`config.mk`:
```
export PLATFORM = sky130hd
export DESIGN_NAME = keypad_scan_debounce_param
export DESIGN_NICKNAME = d
export VERILOG_FILES = /design/src/rtl/keypad_scan_debounce_param.sv
export SDC_FILE = /design/constraint.sdc
export NUM_CORES = 1
export LEC_CHECK = 0
export CORE_ASPECT_RATIO = 0.7
export CORE_MARGIN = 3
export CORE_UTILIZATION = 58
export DETAILED_ROUTE_END_ITERATION = 8
export HOLD_SLACK_MARGIN = 0.02
export PLACE_DENSITY_LB_ADDON = 0.15
export REMOVE_ABC_BUFFERS = 1
export SLEW_MARGIN = 20
export SYNTH_ARGS = -nofsm -noshare
export SYNTH_HDL_FRONTEND = slang
export SYNTH_SLANG_ARGS = --single-unit
```
`constraint.sdc`:
```
create_clock -name clk -period 3.54 [get_ports clk]
set_input_delay 0.531 -clock clk [delete_from_list [all_inputs] [get_ports clk]]
set_output_delay 0.531 -clock clk [all_outputs]
set_load 0.01 [all_outputs]
```
`src/rtl/keypad_scan_debounce_param.sv`:
```
// Purpose : scan a ROWS x COLS active-low keypad, debounce on whole-scan boundaries, keep a key history and emit press/repeat/release pulses.
// Latency : a stable press is accepted after DEBOUNCE_SCANS full scans (plus 2-flop sync and up to one partial scan); pulses appear the cycle after scan-end.
// Backpress: none; event pulses are single-cycle strobes with no handshake, consumers must sample them every cycle.
module keypad_scan_debounce_param #(
    parameter int ROWS           = 4,
    parameter int COLS           = 4,
    parameter int SCAN_CYCLES    = 8,
    parameter int DEBOUNCE_SCANS = 3,
    parameter int HISTORY        = 2,
    parameter int REPEAT_SCANS   = 0
) (
    input  logic                                                   clk,
    input  logic                                                   reset,
    input  logic [COLS-1:0]                                        keypad_column,
    output logic [ROWS-1:0]                                        keypad_row,
    output logic [HISTORY*($clog2(ROWS)+$clog2(COLS))-1:0]         key_history,
    output logic [$clog2(HISTORY+1)-1:0]                           history_count,
    output logic [$clog2(ROWS)+$clog2(COLS)-1:0]                   current_key,
    output logic                                                   key_held,
    output logic                                                   key_press,
    output logic                                                   key_repeat,
    output logic                                                   key_release
);

    localparam int RW   = $clog2(ROWS);
    localparam int CW   = $clog2(COLS);
    localparam int KW   = RW + CW;
    localparam int DW   = $clog2(SCAN_CYCLES);
    localparam int CNTW = $clog2(DEBOUNCE_SCANS + 1);
    localparam int RPW  = (REPEAT_SCANS > 0) ? $clog2(REPEAT_SCANS + 1) : 1;
    localparam int HCW  = $clog2(HISTORY + 1);

    localparam logic [DW-1:0]   DWELL_LAST = DW'(SCAN_CYCLES - 1);
    localparam logic [RW-1:0]   ROW_LAST   = RW'(ROWS - 1);
    localparam logic [CNTW-1:0] DB_LAST    = CNTW'(DEBOUNCE_SCANS - 1);
    localparam logic [RPW-1:0]  RPT_LAST   = RPW'((REPEAT_SCANS > 0) ? REPEAT_SCANS - 1 : 0);
    localparam logic [HCW-1:0]  HCNT_MAX   = HCW'(HISTORY);

    typedef enum logic [1:0] {IDLE, PRESS_DB, HELD, REL_DB} state_t;

    state_t            state, state_nxt;
    logic [COLS-1:0]   col_meta, col_sync;
    logic [DW-1:0]     dwell_cnt;
    logic [RW-1:0]     row_idx;
    logic              sample, scan_end;

    logic              row_hit;
    logic [CW-1:0]     row_col;
    logic              acc_vld, acc_lock;
    logic [KW-1:0]     acc_code;
    logic              scan_cand_vld, scan_lock;
    logic [KW-1:0]     scan_cand;
    logic [RW-1:0]     lock_row;
    logic [CW-1:0]     lock_col;

    logic [CNTW-1:0]   cnt, cnt_nxt;
    logic [KW-1:0]     pend, pend_nxt;
    logic [RPW-1:0]    rpt, rpt_nxt;
    logic              accept, repeat_fire, release_fire;
    logic              hist_shift;
    logic [KW-1:0]     hist_code;
    logic [KW-1:0]     hist [HISTORY];

    // Two-flop synchroniser; resets to "nothing pressed" (pull-ups high)
    always_ff @(posedge clk or posedge reset) begin
        if (reset) begin
            col_meta <= '1;
            col_sync <= '1;
        end else begin
            col_meta <= keypad_column;
            col_sync <= col_meta;
        end
    end

    // Row dwell counter and row pointer, advancing after the last dwell cycle
    always_ff @(posedge clk or posedge reset) begin
        if (reset) begin
            dwell_cnt <= '0;
            row_idx   <= '0;
        end else if (dwell_cnt == DWELL_LAST) begin
            dwell_cnt <= '0;
            row_idx   <= (row_idx == ROW_LAST) ? '0 : row_idx + RW'(1);
        end else begin
            dwell_cnt <= dwell_cnt + DW'(1);
        end
    end

    assign sample   = (dwell_cnt == DWELL_LAST);
    assign scan_end = sample && (row_idx == ROW_LAST);

    // Lowest pressed column of the currently driven row
    always_comb begin
        row_hit = 1'b0;
        row_col = '0;
        for (int c = COLS - 1; c >= 0; c--) begin
            if (!col_sync[c]) begin
                row_hit = 1'b1;
                row_col = CW'(c);
            end
        end
    end

    // Scan results so far including the row being sampled now; at scan-end these are the full-scan results
    assign lock_row      = current_key[KW-1:CW];
    assign lock_col      = current_key[CW-1:0];
    assign scan_cand_vld = acc_vld | row_hit;
    assign scan_cand     = acc_vld ? acc_code : {row_idx, row_col};
    assign scan_lock     = acc_lock | ((row_idx == lock_row) && !col_sync[lock_col]);

    // Per-scan accumulators, cleared at each scan-end so every scan is judged on its own
    always_ff @(posedge clk or posedge reset) begin
        if (reset) begin
            acc_vld  <= 1'b0;
            acc_code <= '0;
            acc_lock <= 1'b0;
        end else if (sample) begin
            if (scan_end) begin
                acc_vld  <= 1'b0;
                acc_code <= '0;
                acc_lock <= 1'b0;
            end else begin
                acc_vld  <= scan_cand_vld;
                acc_code <= scan_cand;
                acc_lock <= scan_lock;
            end
        end
    end

    // FSM state register
    always_ff @(posedge clk or posedge reset) begin
        if (reset) state <= IDLE;
        else       state <= state_nxt;
    end

    // FSM next state and counter updates, evaluated only at scan-end
    always_comb begin
        state_nxt    = state;
        cnt_nxt      = cnt;
        pend_nxt     = pend;
        rpt_nxt      = rpt;
        accept       = 1'b0;
        repeat_fire  = 1'b0;
        release_fire = 1'b0;
        if (scan_end) begin
            case (state)
                IDLE: begin
                    if (scan_cand_vld) begin
                        pend_nxt = scan_cand;
                        if (DEBOUNCE_SCANS == 1) begin
                            accept    = 1'b1;
                            cnt_nxt   = '0;
                            rpt_nxt   = '0;
                            state_nxt = HELD;
                        end else begin
                            cnt_nxt   = CNTW'(1);
                            state_nxt = PRESS_DB;
                        end
                    end
                end
                PRESS_DB: begin
                    if (!scan_cand_vld) begin
                        cnt_nxt   = '0;
                        state_nxt = IDLE;
                    end else if (scan_cand == pend) begin
                        if (cnt == DB_LAST) begin
                            accept    = 1'b1;
                            cnt_nxt   = '0;
                            rpt_nxt   = '0;
                            state_nxt = HELD;
                        end else begin
                            cnt_nxt = cnt + CNTW'(1);
                        end
                    end else begin
                        pend_nxt = scan_cand;
                        cnt_nxt  = CNTW'(1);
                    end
                end
                HELD: begin
                    if (!scan_lock) begin
                        if (DEBOUNCE_SCANS == 1) begin
                            release_fire = 1'b1;
                            cnt_nxt      = '0;
                            state_nxt    = IDLE;
                        end else begin
                            cnt_nxt   = CNTW'(1);
                            state_nxt = REL_DB;
                        end
                    end else if (REPEAT_SCANS > 0) begin
                        if (rpt == RPT_LAST) begin
                            repeat_fire = 1'b1;
                            rpt_nxt     = '0;
                        end else begin
                            rpt_nxt = rpt + RPW'(1);
                        end
                    end
                end
                REL_DB: begin
                    if (scan_lock) begin
                        cnt_nxt   = '0;
                        state_nxt = HELD;
                    end else if (cnt == DB_LAST) begin
                        release_fire = 1'b1;
                        cnt_nxt      = '0;
                        state_nxt    = IDLE;
                    end else begin
                        cnt_nxt = cnt + CNTW'(1);
                    end
                end
                default: state_nxt = IDLE;
            endcase
        end
    end

    // FSM outputs: row drive and the history write selection
    always_comb begin
        keypad_row          = '1;
        keypad_row[row_idx] = 1'b0;
        hist_shift          = accept | repeat_fire;
        hist_code           = accept ? pend_nxt : current_key;
    end

    // Registered datapath: counters, locked key, history and event pulses
    always_ff @(posedge clk or posedge reset) begin
        if (reset) begin
            cnt           <= '0;
            pend          <= '0;
            rpt           <= '0;
            current_key   <= '0;
            key_held      <= 1'b0;
            key_press     <= 1'b0;
            key_repeat    <= 1'b0;
            key_release   <= 1'b0;
            history_count <= '0;
            for (int i = 0; i < HISTORY; i++) hist[i] <= '0;
        end else begin
            cnt         <= cnt_nxt;
            pend        <= pend_nxt;
            rpt         <= rpt_nxt;
            key_press   <= accept;
            key_repeat  <= repeat_fire;
            key_release <= release_fire;
            if (accept) begin
                current_key <= pend_nxt;
                key_held    <= 1'b1;
            end else if (release_fire) begin
                current_key <= '0;
                key_held    <= 1'b0;
            end
            if (hist_shift) begin
                for (int i = HISTORY - 1; i > 0; i--) hist[i] <= hist[i-1];
                hist[0] <= hist_code;
                if (history_count != HCNT_MAX) history_count <= history_count + HCW'(1);
            end
        end
    end

    for (genvar g = 0; g < HISTORY; g++) begin : g_hist
        assign key_history[g*KW +: KW] = hist[g];
    end

endmodule
```
==> results of run 1 <==
-- final cells by class --
class,instances,area [µm²]
Fill cell,218,831
Clock inverter,2,10.0
Tap cell,47,58.8
Sequential cell,44,1110
Timing Repair Buffer,27,268
Inverter,19,71.3
Clock buffer,6,82.6
Multi-Input combinational cell,109,822
-- how the worst max path moves through the flow --
stage	start	endpoint	cells after the start
2_1_floorplan	dwell_cnt[0]$_DFF_PP0_	key_history[0]$_DFFE_PP0P_	7
3_3_place_gp	dwell_cnt[0]$_DFF_PP0_	key_history[0]$_DFFE_PP0P_	7
3_5_place_dp	dwell_cnt[0]$_DFF_PP0_	key_history[1]$_DFFE_PP0P_	7
4_1_cts	dwell_cnt[0]$_DFF_PP0_	key_history[1]$_DFFE_PP0P_	7
5_1_grt	dwell_cnt[0]$_DFF_PP0_	key_history[7]$_DFFE_PP0P_	7
6_report	dwell_cnt[0]$_DFF_PP0_	key_history[1]$_DFFE_PP0P_	7
-- registers in the layout (all words and copies together) (netlist names), 3 cells and up --
register and count:
acc_code 4, pend 4, col_meta 4, col_sync 4, current_key 4, dwell_cnt 3, key_history 8
-- power by group through the flow --
stage               clock [mW]  combinational [mW]  sequential (mW)
global placement             0              0.0444            0.529
floorplan                    0              0.0316            0.528
CTS                      0.325              0.0464            0.521
global route             0.345              0.0514            0.521
finish                   0.315              0.0462            0.521
detailed placement           0              0.0461            0.530
-- metal layers --
metal / vias to the layer above / share of wire [%]
met5: - / 0
met4: 0 / 1.4
met3: 7 / 6.2
met2: 50 / 48
met1: 699 / 45
li1: 679 / -
-- cell usage in the layout, fill, tap and decap left out, types with 3 or more instances in the layout --
cell / instances
dfrtp_1: 36
clkdlybuf4s50_1: 26
inv_1: 19
nand2_1: 11
o21ai_0: 10
nor2_1: 8
dfstp_2: 8
nand4_1: 7
ha_1: 7
mux2_2: 6
clkbuf_8: 6
xnor2_1: 5
mux2i_1: 5
xor2_1: 4
nand3_1: 4
a21bo_2: 4
a31oi_1: 3
a21oi_1: 3
-- stage by stage --
step	power [mW]	hold slack [ns]	setup slack, ns	std cells	utilization (%)
6_report	0.882	0.358	0.896	254	74.5
5_1_grt	0.917	0.366	0.679	254	74.5
3_5_place_dp	0.576	0.348	0.936	246	71.6
3_3_place_gp	0.574	0.346	1.04	246	71.6
4_1_cts	0.892	0.359	0.911	254	74.5
2_1_floorplan	0.560	0.345	1.23	172	-
-- cells by family (layout without fill, tap and decap cells) --
| family | count (synthesis) | after routing | synth area share (%) |
|---|---|---|---|
| AO/OA/AOI/OAI | 37 | 37 | 13.5 |
| XOR/XNOR | 9 | 9 | 3.88 |
| adder cells (fa/ha/maj) | 7 | 7 | 4.31 |
| buffers and inverters | 23 | 54 | 4.86 |
| flip-flops | 44 | 44 | 54.7 |
| multiplexers | 13 | 13 | 7.57 |
| other | 1 | 1 | 0.185 |
| AND/OR/NAND/NOR | 42 | 42 | 11.0 |
-- worst register-to-register path, stage by stage, from the launching register on --
cell and delay, ns:
dfrtp_1 0.35, ha_1 0.15, ha_1 0.36, nand2_1 0.27, a211oi_1 0.62, mux2_2 0.42, nand4_1 0.12, a21bo_2 0.24
==> summary.txt, run 1 <==
Detailed routing
  – Number of DRC markers in iteration 0: between 150 and 200
  – Total wire length: a little under 4000 µm
  – Via count: 1435
  – Antenna-violating nets left: 0
  – First-pass detailed-route iteration total: 4
  – # DRC: 0
  – WL per Instance: between 15 and 20 µm
  – DR vias/cell: ~5.6

Yosys
  – Ys flop type: dfrtp_1
  – Yosys top cell area share: approximately 44%
  – List of most frequent post-synthesis cells: 36 x dfrtp_1, 19 x inv_1, 11 x nand2_1, 10 x o21ai_0
  – Yosys warnings: 0
  – Netlist cell types: 49
  – Cell accounting for the most synthesized area: dfrtp_1
  – Sequential area share after synthesis: a little over half
  – Cells after Synth: ~180
  – Seq cells post-synth: between 40 and 50
  – Fraction of registers with async set/reset: 100%
  – Post-synth EDFFs: 0
  – Synthesized cell area: 2030 µm²
  – Most common cell in the netlist: dfrtp_1
  – Syn Area/Cell: 11.5 µm²
  – Top post-synthesis cells by area: dfrtp_1 44%, dfstp_2 10%, ha_1 4.3%

Critical path
  – Cell count of the worst reg-to-reg path: 7
  – CP Launch Type: register
  – Cells along the critical path: ha_1 > ha_1 > nand2_1 > a211oi_1 > mux2_2 > nand4_1 > a21bo_2
  – Reg2reg setup slack: 0.90 ns
  – Crit Path Class: reg -> reg
  – CP max-delay cell: a211oi_1
  – Reg-to-reg endpoint: key_history[1]$_DFFE_PP0P_
  – Critical path fanouts, max: 12
  – Crit path max-delay family: compound AO/OA/AOI/OAI gates
  – WP buf/inv: 0
  – Worst Setup End Kind: register
  – CP dominant cell by count: ha_1
  – Worst endpoint required time: 3.73 ns
  – CP max stage delay: about 0.62 ns
  – Start of the worst register-to-register path: dwell_cnt[0]$_DFF_PP0_
  – Critical path arrival: roughly 2.8 ns

Power
  – Seq pwr share: between 50% and 60%
  – Sw frac: approximately 22%
  – Peak supply drop: roughly 0.37 mV
  – Leakage: 1.10 nW
  – Cell internal pwr: around 0.7 mW
  – Power Dens Cells: approximately 360 nW/µm²
  – Clk pwr share: approximately 36%
  – Comb pwr share: roughly 5.2%
  – Switch Pwr: 0.195 mW

GRT
  – Antenna violations before repair: 0
  – Met3 GRT Util: under 10%
  – Total gr overflow: 0
  – Largest net degree at the start of global routing: 45
  – Gr busiest metal: met2
  – First-pass GRT wire length: approximately 6700 µm
  – M1 GR Usage: roughly a quarter
  – Number of global-route vias before repair: about 1400
  – Met2 usage in global routing: roughly a third
  – Tot GR Track Use: 20.5%

Finish
  – Layout area overhead: 19.3%
  – Final Cell Area: around 2400 µm²
  – Nets: roughly 220
  – Diode count: 0
  – Share of layout cells above drive strength 1: 15.5%

Clocking
  – Htree depth: 2
  – Postcts setup bufs: 0
  – CTS tree: built
  – Post-CTS Resized: 0
  – Post-CTS Hold Fix Bufs: 0
  – Worst-path clk slew: approximately 0.08 ns
  – TritonCTS buffer count: 5
  – Num Clock Sinks: 44
  – Clock tree buffer depth: 2
  – Root Driver: clkbuf_8
  – Worst-Skew Late Latency: 0.30 ns

Timing
  – Setup violators final: 0
  – Highest Clock Rate: ~0.38 GHz
  – Final number of max-transition violations: 0
  – RSZ-0062 raised after global routing: no
  – Max-Slew Margin vs Limit: between 50% and 60%
  – Worst Skew: between 0.005 and 0.006 ns
  – Final hold vios: 0
  – Setup TNS: 0 ns
  – Worst-Margin Slew: between 0.7 and 0.8 ns
  – Period utilization: about three quarters
  – Min Clock Period, post-route: 2.64 ns

Die
  – Die area: approximately 4300 µm²
  – Core box area: 3250 µm²
  – Row count: 17
  – Die W: approximately 77 µm
  – I/O pin count: 28
  – Starting Density: between 60% and 70%
  – DIE HEIGHT: 55.5 µm

Worst hold path
  – HP Start: col_meta[0]$_DFF_PP1_
  – Worst Hold Path EP: col_sync[0]$_DFF_PP1_
  – Hold path cells: 0
  – HP Class: reg -> reg

Job
  – Maxcap violations: 0

Placement
  – Post-DP HPWL: 2930 µm
  – DP Area: ~2300 µm²
  – Count of input and output buffers: 26
  – Gpl congestion: around 0.86

Outcome
  – Outcome: complete, no violations
Power figures use the tool's default switching activity.
==> run 2: changes to the inputs <==
--- a/config.mk
+++ b/config.mk
@@ -7,7 +7,7 @@
 export LEC_CHECK = 0
 export CORE_ASPECT_RATIO = 0.7
 export CORE_MARGIN = 3
-export CORE_UTILIZATION = 58
+export CORE_UTILIZATION = 54
 export DETAILED_ROUTE_END_ITERATION = 8
 export HOLD_SLACK_MARGIN = 0.02
 export PLACE_DENSITY_LB_ADDON = 0.15
==> constraint.sdc (replaced) <==
create_clock -name clk -period 2.7 [get_ports clk]
set_input_delay 0.405 -clock clk [delete_from_list [all_inputs] [get_ports clk]]
set_output_delay 0.405 -clock clk [all_outputs]
set_load 0.01 [all_outputs]
==> summary.txt, run 2 (synthesized netlist as in run 1, its figures left out) <==
Placement
  – DP Area: 2360 µm² (was 2330 µm²)
  – Gpl congestion: 0.809 (was 0.863)
  – Post-DP HPWL: 3050 µm (was 2930 µm)
  – Placed instance count: 250 (was 246)
  – Count of input and output buffers: 26 (unchanged)

Detailed routing
  – # DRC: 0 (unchanged)
  – Via count: 1441 (was 1435)
  – Number of DRC markers in iteration 0: 115 (was 174)
  – DR vias/cell: 5.59 (was 5.65)
  – Antenna-violating nets left: 0 (unchanged)
  – WL per Instance: 15.8 µm (was 15.4 µm)
  – Total wire length: 4080 µm (was 3910 µm)
  – First-pass detailed-route iteration total: 4 (unchanged)

Finish
  – Layout area overhead: 21.3% (was 19.3%)
  – Max reg flops: 8 (unchanged)
  – Most frequent cells in the layout: 36 x dfrtp_1, 26 x clkdlybuf4s50_1, 19 x inv_1, 11 x nand2_1, 10 x o21ai_0 (unchanged)
  – Share of layout cells above drive strength 1: 17.5% (was 15.5%)
  – Final cell count without fillers: 258 (was 254)
  – Final Cell Area: 2460 µm² (was 2420 µm²)
  – Diode count: 0 (unchanged)
  – Most common cell after layout, fill and taps aside: dfrtp_1 (unchanged)
  – Nets: 223 (was 219)

Worst hold path
  – HP Class: reg -> reg (unchanged)

Timing
  – Worst-Margin Slew: 0.635 ns (was 0.701 ns)
  – Worst Skew: 0.00481 ns (was 0.00502 ns)
  – Setup violators final: 0 (unchanged)
  – Period utilization: 91.3% (was 74.7%)
  – Final hold vios: 0 (unchanged)
  – RSZ-0062 raised after global routing: no (unchanged)
  – Setup TNS: 0 ns (unchanged)
  – Min Clock Period, post-route: 2.47 ns (was 2.64 ns)
  – Final number of max-transition violations: 0 (unchanged)
  – Highest Clock Rate: 0.405 GHz (was 0.378 GHz)
  – Max-Slew Margin vs Limit: 57.4% (was 52.5%)

GRT
  – Antenna violations before repair: 0 (unchanged)
  – Total gr overflow: 0 (unchanged)
  – Number of global-route vias before repair: 1456 (was 1409)
  – First-pass GRT wire length: 7120 µm (was 6740 µm)
  – Tot GR Track Use: 20.7% (was 20.5%)
  – Largest net degree at the start of global routing: 45 (unchanged)

Clocking
  – Root Driver: clkbuf_8 (unchanged)
  – Htree depth: 2 (unchanged)
  – Post-CTS Hold Fix Bufs: 0 (unchanged)
  – Worst-Skew Late Latency: 0.30 ns (about the same)
  – Worst-path clk slew: 0.08 ns (about the same)
  – Num Clock Sinks: 44 (unchanged)
  – TritonCTS buffer count: 5 (unchanged)
  – Clock tree buffer depth: 2 (unchanged)
  – CTS tree: built (unchanged)

Critical path
  – CP Launch Type: register (unchanged)
  – Critical path arrival: 2.65 ns (was 2.84 ns)
  – Critical path fanouts, max: 12 (unchanged)
  – Worst Setup End Kind: register (unchanged)
  – Crit Path Class: reg -> reg (unchanged)
  – Worst endpoint required time: 2.89 ns (was 3.73 ns)

Die
  – Die area: 4550 µm² (was 4260 µm²)
  – Starting Density: 60.5% (was 62.4%)
  – I/O pin count: 28 (unchanged)
  – Die W: 79.3 µm (was 76.7 µm)
  – DIE HEIGHT: 57.3 µm (was 55.5 µm)
  – Row count: 17 (unchanged)
  – Core box area: 3360 µm² (was 3250 µm²)

Power
  – Power Dens Cells: 477 nW/µm² (was 364 nW/µm²)
  – Peak supply drop: 0.427 mV (was 0.371 mV)
  – Leakage: 1.11 nW (was 1.10 nW)

Job
  – Maxcap violations: 0 (unchanged)

Outcome
  – Outcome: complete, no violations (unchanged)
==> run 2: area by class of cell <==
type	count	area (µm²)
clock inverters	1	7.51
inverters	19	71.3
clock buffers	7	86.3
fillers	256	896
multi-input cells	109	832
well taps	47	58.8
flip-flops and latches	44	1110
repair buffers	31	298
==> run 2: report_power, final <==
part | internal (mW) | switching [mW] | total, mW
Clock | 0.208 | 0.219 | 0.427
Combinational | 0.0253 | 0.0400 | 0.0653
Sequential | 0.674 | 0.00804 | 0.682
Total | 0.908 | 0.267 | 1.17
==> run 2: metal layers <==
metal,up-vias,track usage [%],wire length (µm)
met2,34,31.4,1960
met3,9,5.36,149
met4,0,9.07,74
met1,709,28.5,1900
li1,689,-,-
met5,-,0,0
==> run 2: worst max-delay path, cell delays in order, from the launching register on <==
cell,delay [ns]
dfrtp_1,0.36
ha_1,0.15
ha_1,0.38
and3_1,0.27
nand2_1,0.13
nor4_2,0.42
nand3_2,0.28
mux2_2,0.36
==> run 2: worst paths after layout <==
check                                            start                         end  slack, ns  depth (start not counted)
worst min-delay path             col_meta[1]$_DFF_PP1_       col_sync[1]$_DFF_PP1_       0.36                          0
worst max-delay path            dwell_cnt[0]$_DFF_PP0_  key_history[6]$_DFFE_PP0P_       0.23                          7
worst min register to register   col_meta[1]$_DFF_PP1_       col_sync[1]$_DFF_PP1_       0.36                          0
worst max register to register  dwell_cnt[0]$_DFF_PP0_  key_history[6]$_DFFE_PP0P_       0.23                          7
max in group asynchronous                        reset       col_sync[2]$_DFF_PP1_       1.80                          3
min in group asynchronous                        reset     acc_code[0]$_DFFE_PP0P_       0.54                          3
==> run 2: what timing repair did <==
| item | 4_1_cts | 5_1_grt |
|---|---|---|
| setup endpoints to repair | 0 | 8 |
| resized for setup | 0 | 2 |
| buffers inserted | 0 | 0 |
| hold endpoints to repair | 0 | 0 |
==> run 2: per-stage QoR <==
stage / hold WS [ns] / setup WS, ns / util (%) / power [mW]
floorplan: 0.345 / 0.394 / - / 0.734
global placement: 0.346 / 0.325 / 70.3 / 0.755
detailed placement: 0.347 / 0.177 / 70.3 / 0.759
CTS: 0.359 / 0.154 / 73.0 / 1.18
global route: 0.364 / 0.0120 / 73.3 / 1.23
finish: 0.358 / 0.234 / 73.3 / 1.17
